**src/rtl/accum_pkg.sv**
```systemverilog
// Shared types and default sizing for the accumulator scheduler.
package accum_pkg;

  localparam int WIDTH_DEF   = 32;
  localparam int NUM_REQ_DEF = 4;
  localparam int LEN_W_DEF   = 8;

  typedef enum logic [1:0] {
    IDLE,
    CLEAR,
    ACCUM,
    DONE
  } acc_state_e;

endpackage

```
**src/rtl/accum_rr_arb.sv**
```systemverilog
// Combinational round-robin pick: first set request at or after rr_ptr, wrapping.
module accum_rr_arb
  import accum_pkg::*;
#(
  parameter int NUM_REQ = NUM_REQ_DEF
) (
  input  logic [NUM_REQ-1:0]         req,
  input  logic [$clog2(NUM_REQ)-1:0] rr_ptr,
  output logic [NUM_REQ-1:0]         win,
  output logic [$clog2(NUM_REQ)-1:0] win_idx,
  output logic                       any
);

  localparam int IDX_W = $clog2(NUM_REQ);

  always_comb begin
    win     = '0;
    win_idx = '0;
    any     = 1'b0;
    for (int i = 0; i < NUM_REQ; i++) begin
      logic [IDX_W-1:0] j;
      j = IDX_W'((int'(rr_ptr) + i) % NUM_REQ);
      if (!any && req[j]) begin
        any     = 1'b1;
        win_idx = j;
        win[j]  = 1'b1;
      end
    end
  end

endmodule

```
**src/rtl/accum_sched.sv**
```systemverilog
// Round-robin scheduler sharing one accumulator among NUM_REQ requesters;
// each grant clears the sum, takes exactly len beats, then returns a tagged total.
module accum_sched
  import accum_pkg::*;
#(
  parameter int WIDTH   = WIDTH_DEF,
  parameter int NUM_REQ = NUM_REQ_DEF,
  parameter int LEN_W   = LEN_W_DEF
) (
  input  logic                       clk,
  input  logic                       reset,
  input  logic [NUM_REQ-1:0]         req,
  input  logic [NUM_REQ*LEN_W-1:0]   len,
  output logic [NUM_REQ-1:0]         grant,
  input  logic [NUM_REQ*WIDTH-1:0]   data,
  input  logic [NUM_REQ-1:0]         data_valid,
  output logic [NUM_REQ-1:0]         data_ready,
  output logic [WIDTH-1:0]           result,
  output logic [$clog2(NUM_REQ)-1:0] result_id,
  output logic                       result_ovf,
  output logic                       result_valid,
  input  logic                       result_ready
);

  localparam int IDX_W = $clog2(NUM_REQ);

  acc_state_e         state, state_d;
  logic [IDX_W-1:0]   owner, rr_ptr, win_idx;
  logic [NUM_REQ-1:0] owner_oh, win_oh;
  logic               any;
  logic [LEN_W-1:0]   len_q, cnt;
  logic [WIDTH-1:0]   sum, beat_data;
  logic               ovf, beat, last_beat;
  logic [WIDTH:0]     add_res;

  function automatic logic [WIDTH:0] add_carry(input logic [WIDTH-1:0] a,
                                               input logic [WIDTH-1:0] b);
    return {1'b0, a} + {1'b0, b};
  endfunction

  accum_rr_arb #(.NUM_REQ(NUM_REQ)) u_arb (
    .req     (req),
    .rr_ptr  (rr_ptr),
    .win     (win_oh),
    .win_idx (win_idx),
    .any     (any)
  );

  assign beat_data = data[int'(owner)*WIDTH +: WIDTH];
  assign beat      = (state == ACCUM) && data_valid[owner];
  assign last_beat = beat && ((cnt + 1'b1) == len_q);
  assign add_res   = add_carry(sum, beat_data);

  always_comb begin
    state_d = state;
    unique case (state)
      IDLE:    if (any) state_d = CLEAR;
      CLEAR:   state_d = (len_q == '0) ? DONE : ACCUM;
      ACCUM:   if (last_beat) state_d = DONE;
      DONE:    if (result_ready) state_d = IDLE;
      default: state_d = IDLE;
    endcase
  end

  // owner and len are captured only in IDLE, so later req/len changes cannot disturb a burst
  always_ff @(posedge clk or negedge reset) begin
    if (!reset) begin
      state    <= IDLE;
      owner    <= '0;
      owner_oh <= '0;
      len_q    <= '0;
      cnt      <= '0;
      sum      <= '0;
      ovf      <= 1'b0;
      rr_ptr   <= '0;
    end else begin
      state <= state_d;
      case (state)
        IDLE: begin
          if (any) begin
            owner    <= win_idx;
            owner_oh <= win_oh;
            len_q    <= len[int'(win_idx)*LEN_W +: LEN_W];
          end
        end
        CLEAR: begin
          sum <= '0;
          cnt <= '0;
          ovf <= 1'b0;
        end
        ACCUM: begin
          if (beat) begin
            sum <= add_res[WIDTH-1:0];
            cnt <= cnt + 1'b1;
            ovf <= ovf | add_res[WIDTH];
          end
        end
        DONE: begin
          if (result_ready)
            rr_ptr <= (owner == IDX_W'(NUM_REQ - 1)) ? '0 : owner + 1'b1;
        end
        default: ;
      endcase
    end
  end

  // outputs decode registered state only
  assign grant        = (state != IDLE)  ? owner_oh : '0;
  assign data_ready   = (state == ACCUM) ? owner_oh : '0;
  assign result       = sum;
  assign result_id    = owner;
  assign result_ovf   = ovf;
  assign result_valid = (state == DONE);

endmodule

```
**config.mk**
```make
export PLATFORM = sky130hd
export DESIGN_NAME = accum_sched
export DESIGN_NICKNAME = d
export VERILOG_FILES = /design/src/rtl/accum_pkg.sv /design/src/rtl/accum_rr_arb.sv /design/src/rtl/accum_sched.sv
export SDC_FILE = /design/constraint.sdc
export NUM_CORES = 1
export LEC_CHECK = 0
export CAP_MARGIN = 0
export CELL_PAD_IN_SITES_DETAIL_PLACEMENT = 0
export CELL_PAD_IN_SITES_GLOBAL_PLACEMENT = 1
export CORE_UTILIZATION = 36
export CTS_CLUSTER_DIAMETER = 200
export DETAILED_ROUTE_END_ITERATION = 12
export HOLD_SLACK_MARGIN = 0.06
export PLACE_DENSITY = 0.95
export REMOVE_ABC_BUFFERS = 1
export SLEW_MARGIN = 40
export SYNTH_ARGS = -nofsm -noshare
export SYNTH_HDL_FRONTEND = slang
export SYNTH_SLANG_ARGS = --single-unit
```
**constraint.sdc**
```tcl
create_clock -name clk -period 9.06 [get_ports clk]
set_clock_uncertainty 0.05 [all_clocks]
set_input_delay 1.359 -clock clk [delete_from_list [all_inputs] [get_ports clk]]
set_output_delay 1.359 -clock clk [all_outputs]
set_load 0.005 [all_outputs]
```
* Word-level counts from Yosys, hierarchy flattened
Cells that the tools add are included.
** Cells by class
- Add/subtract/negate cells :: 6
- $mul :: 0
- Divide/modulo/power cells :: 0
- Magnitude comparators :: 9
- Equality and inequality tests :: 9
- Shift-type cells :: 2
- Muxes and demuxes :: 44
- Bitwise logic cells :: 4
- Reductions and logical operators :: 20
** Operators by type and width (count)
- $shiftx A128 B8 Y32 :: 1
- $pmux W32 S2 :: 1
- $add A32 B32 Y33 :: 1
- $mux W32 :: 1
- $shiftx A32 B6 Y8 :: 1
- $mux W4 :: 6
- $mux W2 :: 8
- $pmux W8 S2 :: 1
- $lt A2 B3 Y1 const B :: 5
- $mux W1 :: 15
- $or A4 B4 Y4 :: 3
- $bmux W1 S2 :: 5
- $logic_and A1 B1 Y1 :: 9
- $add A8 B1 Y8 const B :: 1
- $demux W1 S2 :: 4
- $eq A8 B8 Y1 :: 1
- $ge A2 B1 Y1 const B :: 4
- $logic_not A8 Y1 :: 1
- $mux W8 :: 1
- $pmux W2 S4 :: 1
- $eq A2 B2 Y1 const B :: 3
- $ne A2 B2 Y1 const B :: 3
- $reduce_and A2 Y1 :: 3
- $add A2 B1 Y2 const B :: 2
- 9 further kinds :: 13
** Storage, ports and cells
- Bits in registers :: 59
- Latch bits :: 0
- RAM bits :: 0
- Memory bits (read-only) :: 0
- Input bits :: 171
- Word-level logic and storage cells :: 102
- Memories kept :: 0

* Depth between registers and ports, before layout
Gate-level depths: netlist (run 1).
- Depth in word-level cells :: 14
- Depth in mapped cells :: 13
- Gate-level depth less buffers :: 12

* By module
From an unflattened synthesis (run 1), not the netlist that was laid out.
** Second synthesis, totals
- Cells, all modules :: 629
- Area, all modules :: 5990.7 µm²
** By module, submodules not included
- accum_sched :: times used 1, cells each 584, area an instance 5571.6 µm², seq. area each 1476.4 µm²
- accum_rr_arb :: times used 1, cells each 45, area an instance 419.2 µm², seq. area each 0.0 µm²

* Worst setup path after synthesis (run 1)
OpenSTA, ideal clock, no wires.
- Kind :: input to register
- Start point :: input data[104]
- End point :: register sum[29] (netlist: result[29])
- Data arrival time :: 3819 ps
- Data required time :: 8888 ps
- Setup slack :: 5069 ps
- Stages :: 10
- Buffers on the path :: 0
- Cell sequence :: mux4_2 > ha_1 > a211oi_2 > nor2_1 > o31a_1 > o31ai_2 > a21oi_1 > o31a_1 > or3_1 > a32o_1
** On the way
- Longest elaborated chain between the ends :: 4
** Ends and longest elaborated chain
- start, declared :: line accum_sched.sv:15 : input logic [NUM_REQ*WIDTH-1:0] data,
- $shiftx A128 B8 Y32 :: line accum_sched.sv:49 : assign beat_data = data[int'(owner)*WIDTH +: WIDTH];
- $add A32 B32 Y33 :: line accum_sched.sv:38 : return {1'b0, a} + {1'b0, b};
- $mux W32 :: line accum_sched.sv:92 : if (beat) begin
- $pmux W32 S2 :: line accum_sched.sv:78 : case (state)
- end signal, assigned :: line accum_sched.sv:93 : sum <= add_res[WIDTH-1:0];
- end, declared :: line accum_sched.sv:32 : logic [WIDTH-1:0] sum, beat_data;
No other way between the ends. The select of a mux whose other input is x is not followed.
A chain may end at the register's enable or synchronous reset.

* Final worst setup path (run 1)
Ends and elaborated chain as after synthesis.

==> metrics, run 1 <==
CP Capture Type flop; number of synthesized flops with an enable pin 0; status finished clean; Worst setup SP type input port; setup TNS 0 ns; Syn Area/Cell between 8 and 9 um^2; max_cap viols 0; Critical Path AT around 4.5 ns; Reg2Reg Depth 11; crit path kind input port to flop; TritonCTS clock tree yes; Placer Congestion around 0.86; initial antenna violation count 0; Seq/Total Area, Yosys 0.2453; HP Class flop to flop; PD cells between 300 and 400 nW/um^2; core area ~16000 um^2; post-CTS sizing 0; mux share of post-synthesis cell area 0.1659; port bufs 214; vias in the first global route 6068; root buf cell clkbuf_16; number of synthesized register bits 59; R2R Setup Slk around 5 ns; Synth Area in Adders 0.09063; vias post-DR ~6000; IO Count ~220; FP Rows 46; worst vdd ir between 150 and 200 uV; Initial Util 0.3735; largest family of logic cells by synthesized area compound AO/OA/AOI/OAI gates; DRT Pass-1 Iters 4; post-synthesis xor/xnor area fraction 0.04801; fraction of layout cells with a size suffix above 1 0.08830; Final Cell Area approximately 8600 um^2; Netlist Area Pre-Place around 6000 um^2; Max clock buf depth 2; Worst Tran Pin Value roughly 0.76 ns; gr ovfl total 0; Crit Path Max Fanout 5; Yosys cell types 64; H-tree depth 3; diodes inserted 0; crit path launch data[104]; Slew Viols, Final 0; final core utilization 0.5306; clk_lat worst skew about 0.33 ns; Die Ht 131.3 um; # hold bufs at CTS 0; final antenna-violating net count 0; Synth Area in Simple Gates 0.1958; first-pass GRT wire length approximately 29000 um; DRT iter0 DRCs between 300 and 400; fin crit share 0.4801; RSZ-0062 raised after global routing false; Syn-to-layout area delta 42.05%; RR Startpoint result_id[0]; Slew HR 0.4886; CTS buffer count 9; Total GRT Usage 0.2064; required time of the critical path between 9 and 10 ns; chip width 131.3 um; Worst R2R End result[29]; vias per inst ~5.5; Yosys warning count 0; Post-synth top flop dfrtp_1; largest net degree at the start of global routing 61; Setup crit end result[29]; LEAKAGE 3.503 nW; Final min period roughly 4.3 ns; WL per Instance approximately 16 um; hpwl dp roughly 13000 um; fin nets about 1100; final routed DRC violation total 0; DP Area about 8300 um^2; clk sinks 59; Synth Instances ~670; Fmax ~230 MHz; die area 17240 um^2; clock-pin slew on the worst setup and hold paths ~0.05 ns; Final Hold Viols 0; Async S/R FF share, synth 1.000; drt total wl 17430 um; setup bufs post-CTS 0; Final setup viols 0; Compound-Gate Fraction of Synth Area 0.2128
worst min path at each step:
stage / startpoint / end / slack (ns) / cells after the start
global route: owner_oh[0] / owner_oh[0] / 0.47 / 2
floorplan: owner_oh[0] / owner_oh[0] / 0.41 / 2
global placement: owner_oh[1] / owner_oh[1] / 0.42 / 2
CTS: owner_oh[2] / owner_oh[2] / 0.44 / 2
detailed placement: owner_oh[2] / owner_oh[2] / 0.43 / 2
finish: owner_oh[2] / owner_oh[2] / 0.44 / 2
per-stage QoR:
step	total power [mW]	std cells	hold slack, ns	setup WS [ns]
2_1_floorplan	1.829	635	0.4063	4.730
3_3_place_gp	2.377	1072	0.4242	4.446
3_5_place_dp	2.409	1073	0.4334	4.384
4_1_cts	2.726	1088	0.4444	4.724
5_1_grt	2.978	1088	0.4722	4.492
6_report	2.712	1088	0.4402	4.711
metal layers:
layer,routed length [um],up-vias,track usage,part of all wire
li1,-,2941,-,-
met1,7484,2813,0.2490,0.43
met2,8617,192,0.3658,0.49
met3,1038,21,0.04205,0.060
met4,293,0,0.06525,0.017
met5,0,-,0,0
layout make-up:
| type | count | area [um^2] |
|---|---|---|
| fillers | 1480 | 7565 |
| multi-input cells | 563 | 4293 |
| repair buffers | 222 | 2198 |
| flip-flops and latches | 59 | 1479 |
| well taps | 216 | 270.3 |
| clock buffers | 12 | 246.5 |
| inverters | 13 | 48.80 |
| clock inverters | 3 | 15.01 |
cells in the mapped netlist (15+ instances only):
master,count,area [um^2]
nor2_1,45,168.9
a21oi_1,41,205.2
a21o_1,15,112.6
nor3_1,24,120.1
a211oi_1,22,165.2
dfrtp_1,59,1476
xor2_1,18,157.7
or3_1,36,225.2
clkbuf_1,18,67.56
mux4_2,37,833.3
nand2_1,69,259.0
o21ai_0,59,295.3
xnor2_1,15,131.4
ha_1,42,525.5
cells in the final DEF, fill, tap and decap left out, drive strengths merged, types with 12 or more instances in the layout:
cell             n
a211oi          23
a21o            15
a21oi           41
clkbuf          12
clkdlybuf4s50  213
dfrtp           59
ha              42
inv             13
mux2i           12
mux4            37
nand2           69
nor2            48
nor3            24
o21ai           68
or3             36
xnor2           15
xor2            18
critical path: stages:
cell and delay (ns):
clkdlybuf4s50_1 0.42, mux4_2 0.49, ha_1 0.35, a211oi_2 0.23, nor2_1 0.10, o31a_1 0.29, o31ai_2 0.31, a21oi_1 0.15
o31a_1 0.26, or3_1 0.30, a32o_1 0.25
sequential cells by signal, indices dropped and copies added, names as in the netlist:
register    count
len_q           8
result         32
rr_ptr          2
result_ovf      1
state           2
result_id       2
cnt             8
owner_oh        4
cells by family (layout without fill, tap and decap cells):
family          Yosys count  after routing
simple gates            231            231
compound gates          203            203
flops                    59             59
mux                      53             53
buf+inv                  52            250
fa+ha+maj                43             43
xor+xnor                 33             33
where the power goes:
part,switching (mW),internal [mW],total [mW]
Combinational,1.03,0.910,1.94
Sequential,0.109,0.360,0.469
Clock,0.116,0.189,0.305
Total,1.25,1.46,2.71
Note: power is estimated with default switching activity, not from simulation.
==> run 2, diff against run 1 <==
- CORE_UTILIZATION: 36 -> 31
- PLACE_DENSITY: 0.95 -> 0.87
- clock period: 9.06 -> 3.7 ns (I/O delays scaled with it)
==> metrics, run 2 (synthesis results as in run 1) <==
DRT Pass-1 Iters 4; Initial Util 0.3186; IO Count between 200 and 250; most frequent cells in the layout clkdlybuf4s50_1 (213), nand2_1 (69), o21ai_0 (59); Total GRT Usage 0.1805; Final Hold Viols 0; commonest non-fill, non-tap cell in the layout clkdlybuf4s50_1; required time of the critical path 3.87 ns; Worst Tran Pin Value around 0.68 ns; DRT iter0 DRCs about 210; crit path kind flop to flop; Seq pwr share 0.162; post-route setup slack between 0.1 and 0.15 ns; Crit Path Max Fanout 11; Final Cell Area between 8000 and 9000 um^2; gr ovfl total 0; number of flip-flops in the largest register 32; final antenna-violating net count 0; PD cells 789.9 nW/um^2; CTS buffer count 9; fin nets between 1000 and 1500; Syn-to-layout area delta 48.20%; Fmax 280.9 MHz; dpl ws -0.1509 ns; WL per Instance around 15 um; DP Area roughly 8600 um^2; root buf cell clkbuf_16; placed cell count 1150; # fillers 1835; die area 19980 um^2; vias per inst about 5.2; chip width about 140 um; setup bufs post-CTS 0; HP Class input port to asynchronous set/reset pin; Seq. cell area roughly 1500 um^2; vias post-DR 6009; Critical Path AT around 3.7 ns; Post-Layout Cell Count between 1000 and 1500; drt total wl 17730 um; Comb pwr share 0.717; CP Capture Type flop; clk_lat worst skew 0.33 ns; FP Rows 50; TritonCTS clock tree yes; initial antenna violation count 0; Die Ht roughly 140 um; Max clock buf depth 2; Placer Congestion a little over 0.8; fraction of layout cells with a size suffix above 1 0.1258; Final setup viols 0; core area 18890 um^2; RSZ-0062 raised after global routing false; final routed DRC violation total 0; Slew Viols, Final 0; Worst path top cell family by delay compound AO/OA/AOI/OAI gates; LEAKAGE between 3 and 4 nW; Sw Share 0.4498; Slew HR 0.5378; status finished clean; H-tree depth 3; max_cap viols 0; Final min period 3.561 ns; clock share of power 0.121; worst vdd ir about 460 uV; fin crit share 0.9623; P_int 3.878 mW; hpwl dp 13860 um; Worst setup SP type flop; clock-pin slew on the worst setup and hold paths roughly 0.060 ns; crit path buf inv count 1; CP max stage cell mux4_2; largest net degree at the start of global routing 42; clk sinks 59; first-pass GRT wire length 28980 um; diodes inserted 0; crit-path max cell delay 0.53 ns; P_sw between 3 and 4 mW; area taken by multi-input logic gates 4299 um^2; port bufs 214; worst path cell trace buf_6 > mux4_2 > ha_1 > and3_4 > a31o_2 > or4_1 > o211ai_2 > a31oi_2 > a21oi_1 > mux2i_1 > nand2_1; vias in the first global route 5923
-- run 2: cell count changes in the layout (fill, tap and decap cells not counted), moves of 2 or more --
cell      change
buf_4        +34
clkinv_4      +3
buf_2         -2
clkbuf_1      -2
clkinv_2      -2
-- run 2: layer usage --
| layer | routed length (um) | vias up | global-route usage |
|---|---|---|---|
| met5 | 0 | - | 0 |
| met2 | 8892 | 194 | 0.3260 |
| met3 | 1129 | 10 | 0.03341 |
| met1 | 7579 | 2797 | 0.2217 |
| li1 | - | 3008 | - |
| met4 | 131 | 0 | 0.03947 |
-- run 2: what timing repair did --
item                                    CTS  global route
hold buffers                              0             0
gates resized for setup                   0             3
endpoints found under the setup margin    0             6
hold endpoints to repair                  0             0
-- run 2: worst paths after layout --
| check | from | to | slack, ns | depth (start not counted) |
|---|---|---|---|---|
| max | result_id[0] | result[28] | 0.14 | 11 |
| min | reset | result[9] | 0.14 | 1 |
| max reg2reg | result_id[0] | result[28] | 0.14 | 11 |
| min reg2reg | owner_oh[0] | owner_oh[0] | 0.44 | 2 |
| max in group asynchronous | reset | result_id[1] | 2.71 | 2 |
| min in group clk | owner_oh[0] | owner_oh[0] | 0.44 | 2 |
-- run 2: power by group through the flow --
stage	Clock (mW)	Combinational [mW]	Sequential, mW
after CTS	0.869	5.09	1.14
final	0.851	5.06	1.14
after floorplan	0	3.24	1.24
after detailed placement	0	5.07	1.15
after global placement	0	5.01	1.14
after global routing	0.899	5.65	1.18
-- run 2: stage by stage --
stage	setup TNS (ns)	utilization	hold slack, ns	power, mW
6_report	0	0.4722	0.1376	7.047
5_1_grt	0	0.4722	0.1717	7.733
4_1_cts	0	0.4715	0.1478	7.100
3_5_place_dp	-0.6852	0.4555	0.4468	6.222
3_3_place_gp	-0.3950	0.4554	0.4331	6.149
2_1_floorplan	-16.67	-	0.2094	4.478
-- run 2: cell type report --
class / instances / share of cell area
clock inverter: 7 / 0.008696
clock buffer: 9 / 0.02525
inverter: 13 / 0.005470
timing repair buffer: 255 / 0.2762
tap: 260 / 0.03647
multi-input combinational: 563 / 0.4819
sequential: 59 / 0.1661
